## src/rtl/scan_display_mux_if.sv

```systemverilog
// Bus between the BCD sources / display hardware and the scan driver.
//   master : drives digits_in, digit_en, lz_blank; observes the display outputs
//   slave  : the scan driver itself
interface scan_display_mux_if #(
    parameter int unsigned NUM_DIGITS = 4,
    parameter int unsigned DIG_W      = 4
);
    localparam int unsigned IDX_W = $clog2(NUM_DIGITS);

    logic [NUM_DIGITS*DIG_W-1:0] digits_in;
    logic [NUM_DIGITS-1:0]       digit_en;
    logic                        lz_blank;
    logic [DIG_W-1:0]            code_out;
    logic [NUM_DIGITS-1:0]       digit_sel;
    logic [IDX_W-1:0]            digit_idx;
    logic                        frame_start;

    modport master (
        output digits_in, digit_en, lz_blank,
        input  code_out, digit_sel, digit_idx, frame_start
    );

    modport slave (
        input  digits_in, digit_en, lz_blank,
        output code_out, digit_sel, digit_idx, frame_start
    );
endinterface

```

## src/rtl/scan_display_mux.sv

```systemverilog
// Time-multiplexed multi-digit 7-segment scan driver.
// Each enabled digit gets a slot of SCAN_DIV cycles: BLANK_CYC cycles with all
// digits off (anti-ghosting), then the digit is driven. Inputs are snapshotted
// once per frame so a frame never mixes old and new values.
// Ports:
//   clk   - rising-edge clock
//   reset - asynchronous active-high reset
//   bus   - slave modport: digits_in/digit_en/lz_blank in,
//           code_out/digit_sel/digit_idx/frame_start out (all registered)
module scan_display_mux #(
    parameter int unsigned NUM_DIGITS     = 4,
    parameter int unsigned DIG_W          = 4,
    parameter int unsigned SCAN_DIV       = 1000,
    parameter int unsigned BLANK_CYC      = 16,
    parameter int unsigned SEL_ACTIVE_LOW = 1
) (
    input  logic                  clk,
    input  logic                  reset,
    scan_display_mux_if.slave     bus
);
    localparam int unsigned IDX_W = $clog2(NUM_DIGITS);
    localparam int unsigned PS_W  = (SCAN_DIV > 1) ? $clog2(SCAN_DIV) : 1;
    localparam int unsigned DW    = NUM_DIGITS * DIG_W;
    // Value of digit_sel with every digit off
    localparam logic [NUM_DIGITS-1:0] SEL_OFF = {NUM_DIGITS{SEL_ACTIVE_LOW != 0}};

    typedef enum logic [1:0] {IDLE, BLANK, SHOW} state_t;

    state_t                state;
    logic [PS_W-1:0]       prescaler;
    logic [DW-1:0]         sh_digits;
    logic [NUM_DIGITS-1:0] sh_en;
    logic                  sh_lz;

    logic                  next_found;
    logic [IDX_W-1:0]      next_up;
    logic [IDX_W-1:0]      cap_idx;
    logic                  frame_wrap;
    logic [IDX_W-1:0]      end_idx;
    logic [DW-1:0]         end_digits;
    logic [NUM_DIGITS-1:0] end_en;
    logic                  end_lz;
    logic                  slot_end;
    logic                  blank_done;

    // Lowest set bit of an enable mask, 0 when empty
    function automatic logic [IDX_W-1:0] lowest(input logic [NUM_DIGITS-1:0] m);
        logic [IDX_W-1:0] r;
        r = '0;
        for (int j = int'(NUM_DIGITS) - 1; j >= 0; j--) begin
            if (m[j]) r = IDX_W'(j);
        end
        return r;
    endfunction

    function automatic logic [DIG_W-1:0] code_of(input logic [DW-1:0] d,
                                                 input logic [IDX_W-1:0] i);
        return d[32'(i)*DIG_W +: DIG_W];
    endfunction

    // Drive pattern for slot i: off when the digit is disabled or is a
    // suppressed leading zero (all digits from i upward are zero)
    function automatic logic [NUM_DIGITS-1:0] sel_of(input logic [DW-1:0]         d,
                                                     input logic [NUM_DIGITS-1:0] en,
                                                     input logic                  lz,
                                                     input logic [IDX_W-1:0]      i);
        logic [NUM_DIGITS-1:0] raw;
        logic                  upper_zero;
        raw        = '0;
        upper_zero = 1'b1;
        for (int unsigned j = 0; j < NUM_DIGITS; j++) begin
            if (j >= 32'(i) && d[j*DIG_W +: DIG_W] != '0) upper_zero = 1'b0;
        end
        if (en[i] && !(lz && i != '0 && upper_zero)) raw[i] = 1'b1;
        return raw ^ SEL_OFF;
    endfunction

    // Next enabled slot above the current one; none found means frame boundary
    always_comb begin
        next_found = 1'b0;
        next_up    = '0;
        for (int j = int'(NUM_DIGITS) - 1; j >= 0; j--) begin
            if (j > int'(bus.digit_idx) && sh_en[j]) begin
                next_found = 1'b1;
                next_up    = IDX_W'(j);
            end
        end
    end

    // Slot-end values, taking a fresh snapshot at a frame boundary
    always_comb begin
        cap_idx    = lowest(bus.digit_en);
        frame_wrap = !next_found;
        end_idx    = frame_wrap ? cap_idx       : next_up;
        end_digits = frame_wrap ? bus.digits_in : sh_digits;
        end_en     = frame_wrap ? bus.digit_en  : sh_en;
        end_lz     = frame_wrap ? bus.lz_blank  : sh_lz;
        slot_end   = (prescaler == PS_W'(SCAN_DIV - 1));
        blank_done = (BLANK_CYC != 0) && (prescaler == PS_W'(BLANK_CYC - 1));
    end

    // Scan FSM, prescaler, snapshot and registered outputs
    always_ff @(posedge clk or posedge reset) begin
        if (reset) begin
            state           <= IDLE;
            prescaler       <= '0;
            sh_digits       <= '0;
            sh_en           <= '0;
            sh_lz           <= 1'b0;
            bus.digit_idx   <= '0;
            bus.code_out    <= '0;
            bus.digit_sel   <= SEL_OFF;
            bus.frame_start <= 1'b0;
        end else begin
            bus.frame_start <= 1'b0;
            case (state)
                IDLE: begin
                    sh_digits       <= bus.digits_in;
                    sh_en           <= bus.digit_en;
                    sh_lz           <= bus.lz_blank;
                    bus.digit_idx   <= cap_idx;
                    prescaler       <= '0;
                    bus.frame_start <= 1'b1;
                    if (BLANK_CYC == 0) begin
                        state         <= SHOW;
                        bus.code_out  <= code_of(bus.digits_in, cap_idx);
                        bus.digit_sel <= sel_of(bus.digits_in, bus.digit_en,
                                                bus.lz_blank, cap_idx);
                    end else begin
                        state         <= BLANK;
                        bus.code_out  <= '0;
                        bus.digit_sel <= SEL_OFF;
                    end
                end
                BLANK, SHOW: begin
                    if (slot_end) begin
                        prescaler     <= '0;
                        bus.digit_idx <= end_idx;
                        if (frame_wrap) begin
                            sh_digits       <= bus.digits_in;
                            sh_en           <= bus.digit_en;
                            sh_lz           <= bus.lz_blank;
                            bus.frame_start <= 1'b1;
                        end
                        if (BLANK_CYC == 0) begin
                            state         <= SHOW;
                            bus.code_out  <= code_of(end_digits, end_idx);
                            bus.digit_sel <= sel_of(end_digits, end_en, end_lz, end_idx);
                        end else begin
                            state         <= BLANK;
                            bus.code_out  <= '0;
                            bus.digit_sel <= SEL_OFF;
                        end
                    end else begin
                        prescaler <= prescaler + 1'b1;
                        if (state == BLANK && blank_done) begin
                            state         <= SHOW;
                            bus.code_out  <= code_of(sh_digits, bus.digit_idx);
                            bus.digit_sel <= sel_of(sh_digits, sh_en, sh_lz, bus.digit_idx);
                        end
                    end
                end
                default: state <= IDLE;
            endcase
        end
    end
endmodule
```

## src/flat_wrapper.sv

```systemverilog
// flat-port wrapper written by rule: the top's interface ports become plain ports
module scan_display_mux_flat 
#(
    parameter int unsigned NUM_DIGITS     = 4,
    parameter int unsigned DIG_W          = 4,
    parameter int unsigned SCAN_DIV       = 1000,
    parameter int unsigned BLANK_CYC      = 16,
    parameter int unsigned SEL_ACTIVE_LOW = 1
)
  (clk, reset, bus_digits_in, bus_digit_en, bus_lz_blank, bus_code_out, bus_digit_sel, bus_digit_idx, bus_frame_start);
  scan_display_mux_if #(.NUM_DIGITS(NUM_DIGITS), .DIG_W(DIG_W)) bus_i ();
  input  logic clk;
  input  logic reset;
  input wire logic [$bits(bus_i.digits_in)-1:0] bus_digits_in;
  input wire logic [$bits(bus_i.digit_en)-1:0] bus_digit_en;
  input wire logic [$bits(bus_i.lz_blank)-1:0] bus_lz_blank;
  output wire logic [$bits(bus_i.code_out)-1:0] bus_code_out;
  output wire logic [$bits(bus_i.digit_sel)-1:0] bus_digit_sel;
  output wire logic [$bits(bus_i.digit_idx)-1:0] bus_digit_idx;
  output wire logic [$bits(bus_i.frame_start)-1:0] bus_frame_start;
  assign bus_i.digits_in = bus_digits_in;
  assign bus_i.digit_en = bus_digit_en;
  assign bus_i.lz_blank = bus_lz_blank;
  assign bus_code_out = bus_i.code_out;
  assign bus_digit_sel = bus_i.digit_sel;
  assign bus_digit_idx = bus_i.digit_idx;
  assign bus_frame_start = bus_i.frame_start;
  scan_display_mux #(.NUM_DIGITS(NUM_DIGITS), .DIG_W(DIG_W), .SCAN_DIV(SCAN_DIV), .BLANK_CYC(BLANK_CYC), .SEL_ACTIVE_LOW(SEL_ACTIVE_LOW)) u_core (.clk(clk), .reset(reset), .bus(bus_i));
endmodule
```

## config.mk

```make
export PLATFORM = sky130hd
export DESIGN_NAME = scan_display_mux_flat
export DESIGN_NICKNAME = d
export VERILOG_FILES = /design/src/rtl/scan_display_mux_if.sv /design/src/rtl/scan_display_mux.sv /design/src/flat_wrapper.sv
export SDC_FILE = /design/constraint.sdc
export NUM_CORES = 1
export LEC_CHECK = 0
export BUFFER_PORTS_ARGS = -buffer_cell sky130_fd_sc_hd__buf_2
export CAP_MARGIN = 20
export CORE_MARGIN = 3
export CORE_UTILIZATION = 55
export CTS_CLUSTER_DIAMETER = 50
export DETAILED_ROUTE_END_ITERATION = 16
export GPL_ROUTABILITY_DRIVEN = 0
export PLACE_DENSITY_LB_ADDON = 0.25
export SYNTH_ARGS = -nofsm -noshare
export SYNTH_HDL_FRONTEND = slang
export SYNTH_SLANG_ARGS = --single-unit
```

## constraint.sdc

```tcl
create_clock -name clk -period 5.2 [get_ports clk]
set_clock_uncertainty 0.1 [all_clocks]
set_input_delay 0 -clock clk [delete_from_list [all_inputs] [get_ports clk]]
set_output_delay 0 -clock clk [all_outputs]
set_load 0.1 [all_outputs]
```

### Word-level counts from Yosys, hierarchy flattened

Index checks and enable logic that the tools add are counted.

* bits in registers: 44
* input bits: 23
* logic and storage cells: 101
* output and inout bits: 11

* shifts and indexed selects: 1
* bitwise gates (word level): 1
* reduce and logical (&&, ||, !) cells: 23
* order comparisons: 8
* add/sub/neg operators: 1
* equal/unequal tests: 7
* muxes and demuxes: 51

Operators by type and width (number)
* 2-to-1 mux 4 bit: 10
* 2-to-1 mux 16 bit: 2
* one-hot mux 16 bit (2 select lines): 1
* one-hot mux 4 bit (2 select lines): 3
* 2-to-1 mux 2 bit: 11
* one-hot mux 10 bit (2 select lines): 1
* 2-to-1 mux 1 bit: 16
* nonzero test 4 bit: 4
* indexed part select 16 x 5 -> 4 bit: 1
* logical AND 1 bit: 11
* adder 10 x 1 -> 10 bit (second input constant): 1
* == test 10 bit (second input constant): 1
* == test 10 x 4 -> 1 bit (second input constant): 1
* 2-to-1 mux 10 bit: 1
* one-hot mux 2 bit (2 select lines): 2
* greater-or-equal comparator 1 x 2 -> 1 bit (first input constant): 2
* > comparator 2 bit (first input constant): 2
* inverter 4 bit: 1
* one-hot mux 1 bit (2 select lines): 2
* AND reduction 2 bit: 2
* nonzero test 2 bit: 2
* less-than comparator 2 x 3 -> 1 bit (second input constant): 1
* inequality test 3 x 1 -> 1 bit (second input constant): 1
* AND reduction 3 bit: 1
* other kinds (12): 12

### Logic depth before layout (Yosys ltp)

Gate-level depths: netlist (run 1).

* depth in word-level cells: 20
* depth in mapped cells: 8
* gate-level depth less buffers: 7

### Worst setup path after synthesis (run 1)

OpenSTA, ideal clock, no wires.

* kind: flip-flop to flip-flop
* start point: register u_core.bus.digit_idx[1]
* end point: register u_core.sh_digits[0]
* period minus slack after synthesis: 2.387 ns
* path slack: 2.813 ns
* setup time: 0.125 ns
* buffers on the path: 1
* data required time: 4.975 ns
* cell stages (with the launch flop): 7
* arrival time: 2.163 ns
* cell sequence: dfrtp_1 > nor2b_1 > nor2_1 > o221ai_2 > a21oi_2 > buf_6 > mux2_2

* longest elaborated chain between the ends: 7
* elaborated cells between the ends (all ways): 11
* classes of those cells: order compare (3); eq/ne (1); mux (3); reduce/logical (4)

Ends and longest elaborated chain
* start, declared: RTL line scan_display_mux_if.sv:25 `output code_out, digit_sel, digit_idx, frame_start`
* start signal, assigned: RTL line scan_display_mux.sv:121 `bus.digit_idx <= cap_idx;`
* start signal, assigned: RTL line scan_display_mux.sv:138 `bus.digit_idx <= end_idx;`
* > comparator 2 bit: RTL line scan_display_mux.sv:83 `if (j > int'(bus.digit_idx) && sh_en[j]) begin`
* logical AND 1 bit: RTL line scan_display_mux.sv:83
* 2-to-1 mux 1 bit (2 in a row): RTL line scan_display_mux.sv:83
* 2-to-1 mux 1 bit *: RTL line scan_display_mux.sv:83
* inequality test 2 bit (no line) *
* AND reduction 3 bit (no line) *
* end signal, assigned: RTL line scan_display_mux.sv:118 `sh_digits <= bus.digits_in;`
* end signal, assigned: RTL line scan_display_mux.sv:140 `sh_digits <= bus.digits_in;`
* end, declared: RTL line scan_display_mux.sv:31 `logic [DW-1:0] sh_digits;`

Every way passes the cells marked *; elsewhere a longest branch is shown, timed or not.
A chain may end at the register's enable or synchronous reset.

### Final worst setup path (run 1)

* start point: register u_core.prescaler[0]
* end point: register u_core.sh_digits[15]

* longest elaborated chain between the ends: 3

Ends and longest elaborated chain
* start, declared: RTL line scan_display_mux.sv:30 `logic [PS_W-1:0] prescaler;`
* start signal, assigned: RTL line scan_display_mux.sv:155 `prescaler <= prescaler + 1'b1;`
* == test 10 bit: RTL line scan_display_mux.sv:98 `slot_end = (prescaler == PS_W'(SCAN_DIV - 1));`
* inequality test 2 x 1 -> 1 bit (no line)
* AND reduction 3 bit (no line)

No other way between the ends.

==> results of run 1 <==
-- kinds of logic (layout without fill, tap and decap cells) --
kind of cell,Yosys count,in the layout
XOR/XNOR,7,7
flip-flops,44,44
AND/OR/NAND/NOR,60,60
adder cells (fa/ha/maj),5,5
AO/OA/AOI/OAI,31,31
buffers and inverters,20,77
multiplexers,27,27
-- how the worst max path moves through the flow --
stage	startpoint	end	slack (ns)	cells after the start
global route	u_core.prescaler[0]	u_core.sh_digits[15]	2.49	7
CTS	u_core.prescaler[0]	u_core.sh_digits[4]	2.39	6
global placement	u_core.prescaler[0]	u_core.sh_digits[12]	2.44	6
finish	u_core.prescaler[0]	u_core.sh_digits[15]	2.67	7
detailed placement	u_core.prescaler[0]	u_core.sh_digits[4]	2.40	6
floorplan	u_core.bus.digit_idx[1]	u_core.sh_digits[0]	2.81	6
-- final cells by class --
type	instances	area, µm²
flip-flops and latches	44	1110
fillers	265	1050
multi-input cells	130	1020
repair buffers	57	408
clock buffers	7	76.3
well taps	48	60.1
inverters	12	45.0
clock inverters	1	5.00
-- through the flow --
step / instance area, µm² / cells / hold slack [ns] / worst slack [ns] / total power (W)
finish: 2720 / 299 / 0.297 / 2.67 / 0.000651
global route: 2720 / 299 / 0.371 / 2.49 / 0.000679
CTS: 2700 / 298 / 0.312 / 2.39 / 0.000656
detailed placement: 2400 / 268 / 0.0761 / 2.40 / 0.000443
global placement: 2400 / 268 / 0.0655 / 2.44 / 0.000441
floorplan: 2220 / 194 / 0.0516 / 2.81 / 0.000422
-- cell usage after synthesis, drive strengths merged, types with 2 or more instances --
| cell type | count |
|---|---|
| dfrtp | 40 |
| mux2 | 22 |
| nor2 | 21 |
| inv | 12 |
| nand2 | 12 |
| a21oi | 6 |
| o21ai | 6 |
| ha | 5 |
| xnor2 | 5 |
| buf | 4 |
| clkbuf | 4 |
| dfstp | 4 |
| mux4 | 4 |
| o22a | 4 |
| o2bb2ai | 4 |
| and3 | 3 |
| nand2b | 3 |
| nand3 | 3 |
| nor3 | 2 |
| nor4 | 2 |
| o221ai | 2 |
| o22ai | 2 |
| or2 | 2 |
| or3 | 2 |
| xor2 | 2 |
-- power by group through the flow --
stage | logic [W] | clock network [W] | registers [W]
CTS | 0.0000841 | 0.000207 | 0.000365
global route | 0.0000896 | 0.000223 | 0.000367
finish | 0.0000842 | 0.000202 | 0.000365
detailed placement | 0.0000715 | 0 | 0.000371
global placement | 0.0000703 | 0 | 0.000371
floorplan | 0.0000267 | 0 | 0.000395
-- routing by layer --
layer | track usage (%) | wire length, µm | vias to the layer above | share of wire (%)
met3 | 4.64 | 229 | 4 | 5.1
met2 | 28.1 | 1990 | 41 | 44
met1 | 29.7 | 2260 | 769 | 50
met4 | 3.90 | 22 | 0 | 0.49
met5 | 0 | 0 | - | 0
li1 | - | - | 807 | -
-- sequential cells by signal, summed over array words and instances (netlist names) --
signal and cells:
u_core.sh_digits 16, u_core.prescaler 10, u_core.bus.code_out 4, u_core.bus.digit_sel 4
u_core.sh_en 4, u_core.bus.digit_idx 2, u_core.state 2, u_core.bus.frame_start 1
u_core.sh_lz 1
-- tightest hold or removal path, cell delays in order --
cell           delay (ns)
dlygate4sd3_1        0.53
buf_2                0.12
inv_1                0.04
buf_4                0.45
-- timing repair --
action,CTS,global route
resized for setup,0,0
endpoints found under the hold margin,62,0
buffers inserted,0,0
hold buffers,22,0
==> results.yml, run 1 <==
cells_and_area:
  nets: 278
  layout-drive-gt1-share_pct: 31.5
  num_antenna_cells: 0
  final_common_cell: "dfrtp_1"
  area_growth_pct: 22.2
  post-route-util_pct: 72.0
  most-common-layout-cells: "40 x dfrtp_1, 33 x buf_2, 22 x mux2_2, 22 x dlygate4sd3_1, 21 x nor2_1"
power:
  p_seq_share_pct: 56.1
  p_int_w: 0.000483
  power_density_nw_per_um2: 240
  power_frac_clock_pct: 31.0
  leakagePower_nw: 1.22
  pwr-share-comb_pct: 12.9
  power_switching_w: 0.000167
  swShare_pct: 25.7
  ir_worst_vdd_mv: 0.120
clock_tree:
  cts_tree: "built"
  htreeDepth: 2
  cts_root_buf: "clkbuf_8"
  cts_buffers: 5
  cts_num_sinks: 44
  clock_latency_ns: 0.29
  cts.path.max_buffers: 2
  path_clk_slew_ns: 0.08
floorplan:
  floorplan.initialDensity_pct: 59.0
  num_rows: 22
  die_x_um: 69.6
  coreArea_um2: 3770
  die_h_um: 69.6
  io_pins: 34
  dieArea_um2: 4840
sta:
  setup_viol: 0
  fin_crit_ns: 2.53
  fmax_mhz: 395
  fin_crit_sh_pct: 48.7
  slew_violations: 0
  hold_viol_final: 0
  relSlewSlack_pct: 57.9
  fin_tns_setup_ns: 0
  tightest_slew_ns: 0.632
  rsz0062_at_grt: "no"
logic_synthesis:
  synth_area_leaders: "dfrtp_1 45%, mux2_2 11%, dfstp_2 4.7%, mux4_2 4.1%, nor2_1 3.5%"
  synthMuxAreaShare_pct: 15.6
  syn_nets: 222
  synth_area_um2: 2220
  synth_flop_cell: "dfrtp_1"
  avgSynthCellArea_um2: 11.5
  yosysTopAreaCell: "dfrtp_1"
  synth-edff-count: 0
  ys.warnings.count: 0
  ys_seq_area_share_pct: 49.7
  synth_compound_gate_area_share_pct: 10.2
  synthAdderAreaFrac_pct: 2.81
  synth_top_area_share_pct: 45.0
  syn_inst: 194
  synth_simple_gate_area_share_pct: 14.2
  ys_async_sr_fraction_pct: 100
  ys_seq_elements: 44
  synth_top_family_by_area: "multiplexers"
  yosysUniqueCellTypes: 47
  synth_xor_xnor_area_share_pct: 2.76
global_routing:
  grt_pass1_wl_mm: 7.51
  grt_max_degree: 45
  grt_antenna_before_repair: 0
  grt_pass1_vias: 1524
  grt_usage_pct: 19.3
  grt_overflow: 0
routing:
  dr.pass1.iters: 4
  dr_total_vias: 1621
  drt_iter0_drc: 119
  route.detailed.drc: 0
  antenna_left: 0
  wl_mm: 4.51
  wl_per_cell_um: 15.1
  via_per_inst: 5.42
worst_hold_path:
  min_path_type: "primary input to async pin"
flow_run:
  cap_viol_max_count: 0
setup_path:
  reg2reg_slack_ns: 2.67
  required_ns: 5.27
  cp_cell_sequence: "ha_1 > nand4b_1 > nor3b_4 > o221ai_2 > a21oi_2 > buf_8 > mux2_2"
  critPathSlowestCell: "a21oi_2"
  critical_path_buf_inv_count: 1
  start_kind: "flop"
  rr_worst_depth: 7
  path_class: "flop to flop"
  path_max_fanout: 15
  end_kind: "flop"
  arrival_ns: 2.60
  crit_path_max_incr_delay_ns: 0.41
  critical-path-top-delay-family: "compound AO/OA/AOI/OAI gates"
  r2r_end: "u_core.sh_digits[15]"
  timing.rr.start: "u_core.prescaler[0]"
status:
  outcome: "complete, no violations"
placed_design:
  port_buffers: 33
  dp_hpwl_mm: 3.05
Note: power is estimated with default switching activity, not from simulation.
==> inputs of run 2 (changes only) <==
- ABC_AREA: unset -> 1
- clock period: 5.2 -> 2.6 ns (I/O delays scaled with it)
==> results.yml, run 2 <==
setup_path:
  reg2reg_slack_ns: 0.62
  timing.rr.start: "u_core.prescaler[0]"
  r2r_end: "u_core.sh_digits[14]"
  arrival_ns: 2.08
  path_class: "flop to flop"
  path_max_fanout: 24
  required_ns: 2.69
  rr_worst_depth: 9
  end_kind: "flop"
  start_kind: "flop"
logic_synthesis:
  synth_area_leaders: "dfrtp_1 41%, nand2_1 10%, o21ai_2 7.5%, inv_1 6.3%, nand2_2 5.9%"
  synth_most_common_cell: "nand2_1"
  syn_inst: 294
  synth_top_area_share_pct: 41.1
  syn_nets: 322
  yosysUniqueCellTypes: 28
  ys_async_sr_fraction_pct: 100
  ys_seq_area_share_pct: 45.4
  synth-edff-count: 0
  synth_area_um2: 2440
  ys.warnings.count: 0
  ys_seq_elements: 44
  synth_common_cells: "66 x nand2_1, 41 x inv_1, 40 x dfrtp_1"
  yosysTopAreaCell: "dfrtp_1"
  avgSynthCellArea_um2: 8.29
  synth_flop_cell: "dfrtp_1"
sta:
  rsz0062_at_grt: "no"
  setup_ws_ns: 0.616
  setup_viol: 0
  relSlewSlack_pct: 63.9
  fin_crit_ns: 1.98
  fin_crit_sh_pct: 76.3
  fmax_mhz: 504
  fin_tns_setup_ns: 0
  tightest_slew_ns: 0.541
  slew_violations: 0
  hold_viol_final: 0
routing:
  route.detailed.drc: 0
  dr_total_vias: 2012
  wl_per_cell_um: 12.6
  wl_mm: 5.10
  drt_iter0_drc: 166
  via_per_inst: 4.96
  antenna_left: 0
  dr.pass1.iters: 4
clock_tree:
  cts_buffers: 5
  cts_setup_buffers: 0
  clock_latency_ns: 0.29
  htreeDepth: 2
  cts_root_buf: "clkbuf_8"
  cts_num_sinks: 44
  path_clk_slew_ns: 0.08
  cts_tree: "built"
  cts.path.max_buffers: 2
placed_design:
  port_buffers: 33
  dp_hpwl_mm: 3.60
  dp_slack_ns: 0.625
floorplan:
  coreArea_um2: 4140
  die_x_um: 72.6
  floorplan.initialDensity_pct: 58.8
  dieArea_um2: 5270
  die_h_um: 72.6
  num_rows: 23
  io_pins: 34
global_routing:
  grt_usage_pct: 22.0
  grt_overflow: 0
  grt_pass1_wl_mm: 8.98
  grt_antenna_before_repair: 0
  grt_max_degree: 45
  grt_pass1_vias: 2003
cells_and_area:
  layout-drive-gt1-share_pct: 28.7
  num_antenna_cells: 0
  reg_top3: "u_core.sh_digits: 16 flops, u_core.prescaler: 10 flops"
  final_common_cell: "nand2_1"
  fill_cells: 336
  largest_register_ffs: 16
  nets: 383
  most-common-layout-cells: "66 x nand2_1, 41 x inv_1, 40 x dfrtp_1"
  area_growth_pct: 22.4
  top_register: "u_core.sh_digits"
power:
  ir_worst_vdd_mv: 0.302
  leakagePower_nw: 1.55
  power_density_nw_per_um2: 506
worst_hold_path:
  min_path_type: "primary input to async pin"
flow_run:
  cap_viol_max_count: 0
status:
  outcome: "complete, no violations"
[run 2: changes by cell type after synthesis, sizes merged, moves of 5 or more]
cell   before  now
inv        12   43
o21ai       6   34
nand3       3   20
nand2      12   90
mux2       22    0
nor2       21   27
a22oi       0    5
[run 2: repair_timing]
| action | 4_1_cts | 5_1_grt |
|---|---|---|
| hold buffers | 22 | 0 |
| endpoints found under the hold margin | 61 | 0 |
| endpoints found under the setup margin | 0 | 0 |
| gates resized for setup | 0 | 0 |
[run 2: area by class of cell]
| type | instances | area [µm²] | share of cell area [%] |
|---|---|---|---|
| flip-flops and latches | 44 | 1110 | 37.1 |
| repair buffers | 58 | 420 | 14.1 |
| well taps | 50 | 62.6 | 2.10 |
| multi-input cells | 201 | 1120 | 37.5 |
| inverters | 45 | 169 | 5.66 |
| clock inverters | 2 | 35.0 | 1.17 |
| clock buffers | 6 | 72.6 | 2.43 |
[run 2: worst max-delay path, cell delays in order (launching register included)]
cell     delay, ns
dfrtp_1       0.39
ha_1          0.18
nand2_1       0.09
nor2_1        0.14
nand3_2       0.14
nand2_4       0.14
nand3_4       0.27
buf_12        0.28
nand2_1       0.09
o21ai_2       0.05
[run 2: worst max path at each step]
| stage | startpoint | end | slack [ns] | cells past startpoint |
|---|---|---|---|---|
| 2_1_floorplan | u_core.bus.digit_idx[1] | u_core.sh_en[1] | 0.49 | 10 |
| 3_3_place_gp | u_core.prescaler[0] | u_core.sh_digits[14] | 0.68 | 9 |
| 3_5_place_dp | u_core.prescaler[0] | u_core.sh_digits[14] | 0.63 | 9 |
| 4_1_cts | u_core.prescaler[0] | u_core.sh_digits[14] | 0.61 | 9 |
| 5_1_grt | u_core.prescaler[0] | u_core.sh_lz | 0.41 | 9 |
| 6_report | u_core.prescaler[0] | u_core.sh_digits[14] | 0.62 | 9 |
[run 2: kinds of logic (layout without fill, tap and decap cells)]
group	after synthesis	after routing	share of synthesized area (%)
xor gates and xnor gates	4	4	1.44
adders and majority gates	5	5	2.57
DFF	44	44	45.4
buffers and inverters	49	111	8.78
and+or+nand+nor	145	145	28.1
AOI/OAI and AO/OA	47	47	13.7
[run 2: power breakdown]
| group | total (W) | switching (W) | internal (W) | leakage, nW |
|---|---|---|---|---|
| registers | 0.000738 | 0.0000235 | 0.000715 | 0.527 |
| clock network | 0.000517 | 0.000232 | 0.000285 | 0.0552 |
| logic | 0.000254 | 0.000173 | 0.0000811 | 0.967 |
| total | 0.00151 | 0.000429 | 0.00108 | 1.55 |
[run 2: stage by stage]
step | area, µm² | hold WS (ns) | util (%) | power [W] | instances
after floorplan | 2440 | 0.0421 | - | 0.000927 | 294
after global placement | 2660 | 0.0621 | 64.1 | 0.000978 | 376
after detailed placement | 2660 | 0.0724 | 64.1 | 0.000981 | 376
after CTS | 2980 | 0.295 | 72.0 | 0.00152 | 406
after global routing | 2980 | 0.341 | 72.0 | 0.00158 | 406
final | 2980 | 0.281 | 72.0 | 0.00151 | 406
[run 2: per-layer routing]
| metal | part of all wire (%) | GRT usage [%] | vias up |
|---|---|---|---|
| met4 | 1.3 | 6.76 | 0 |
| met3 | 3.0 | 4.27 | 6 |
| met1 | 45 | 28.3 | 933 |
| li1 | - | - | 1042 |
| met5 | 0 | 0 | - |
| met2 | 51 | 37.6 | 31 |
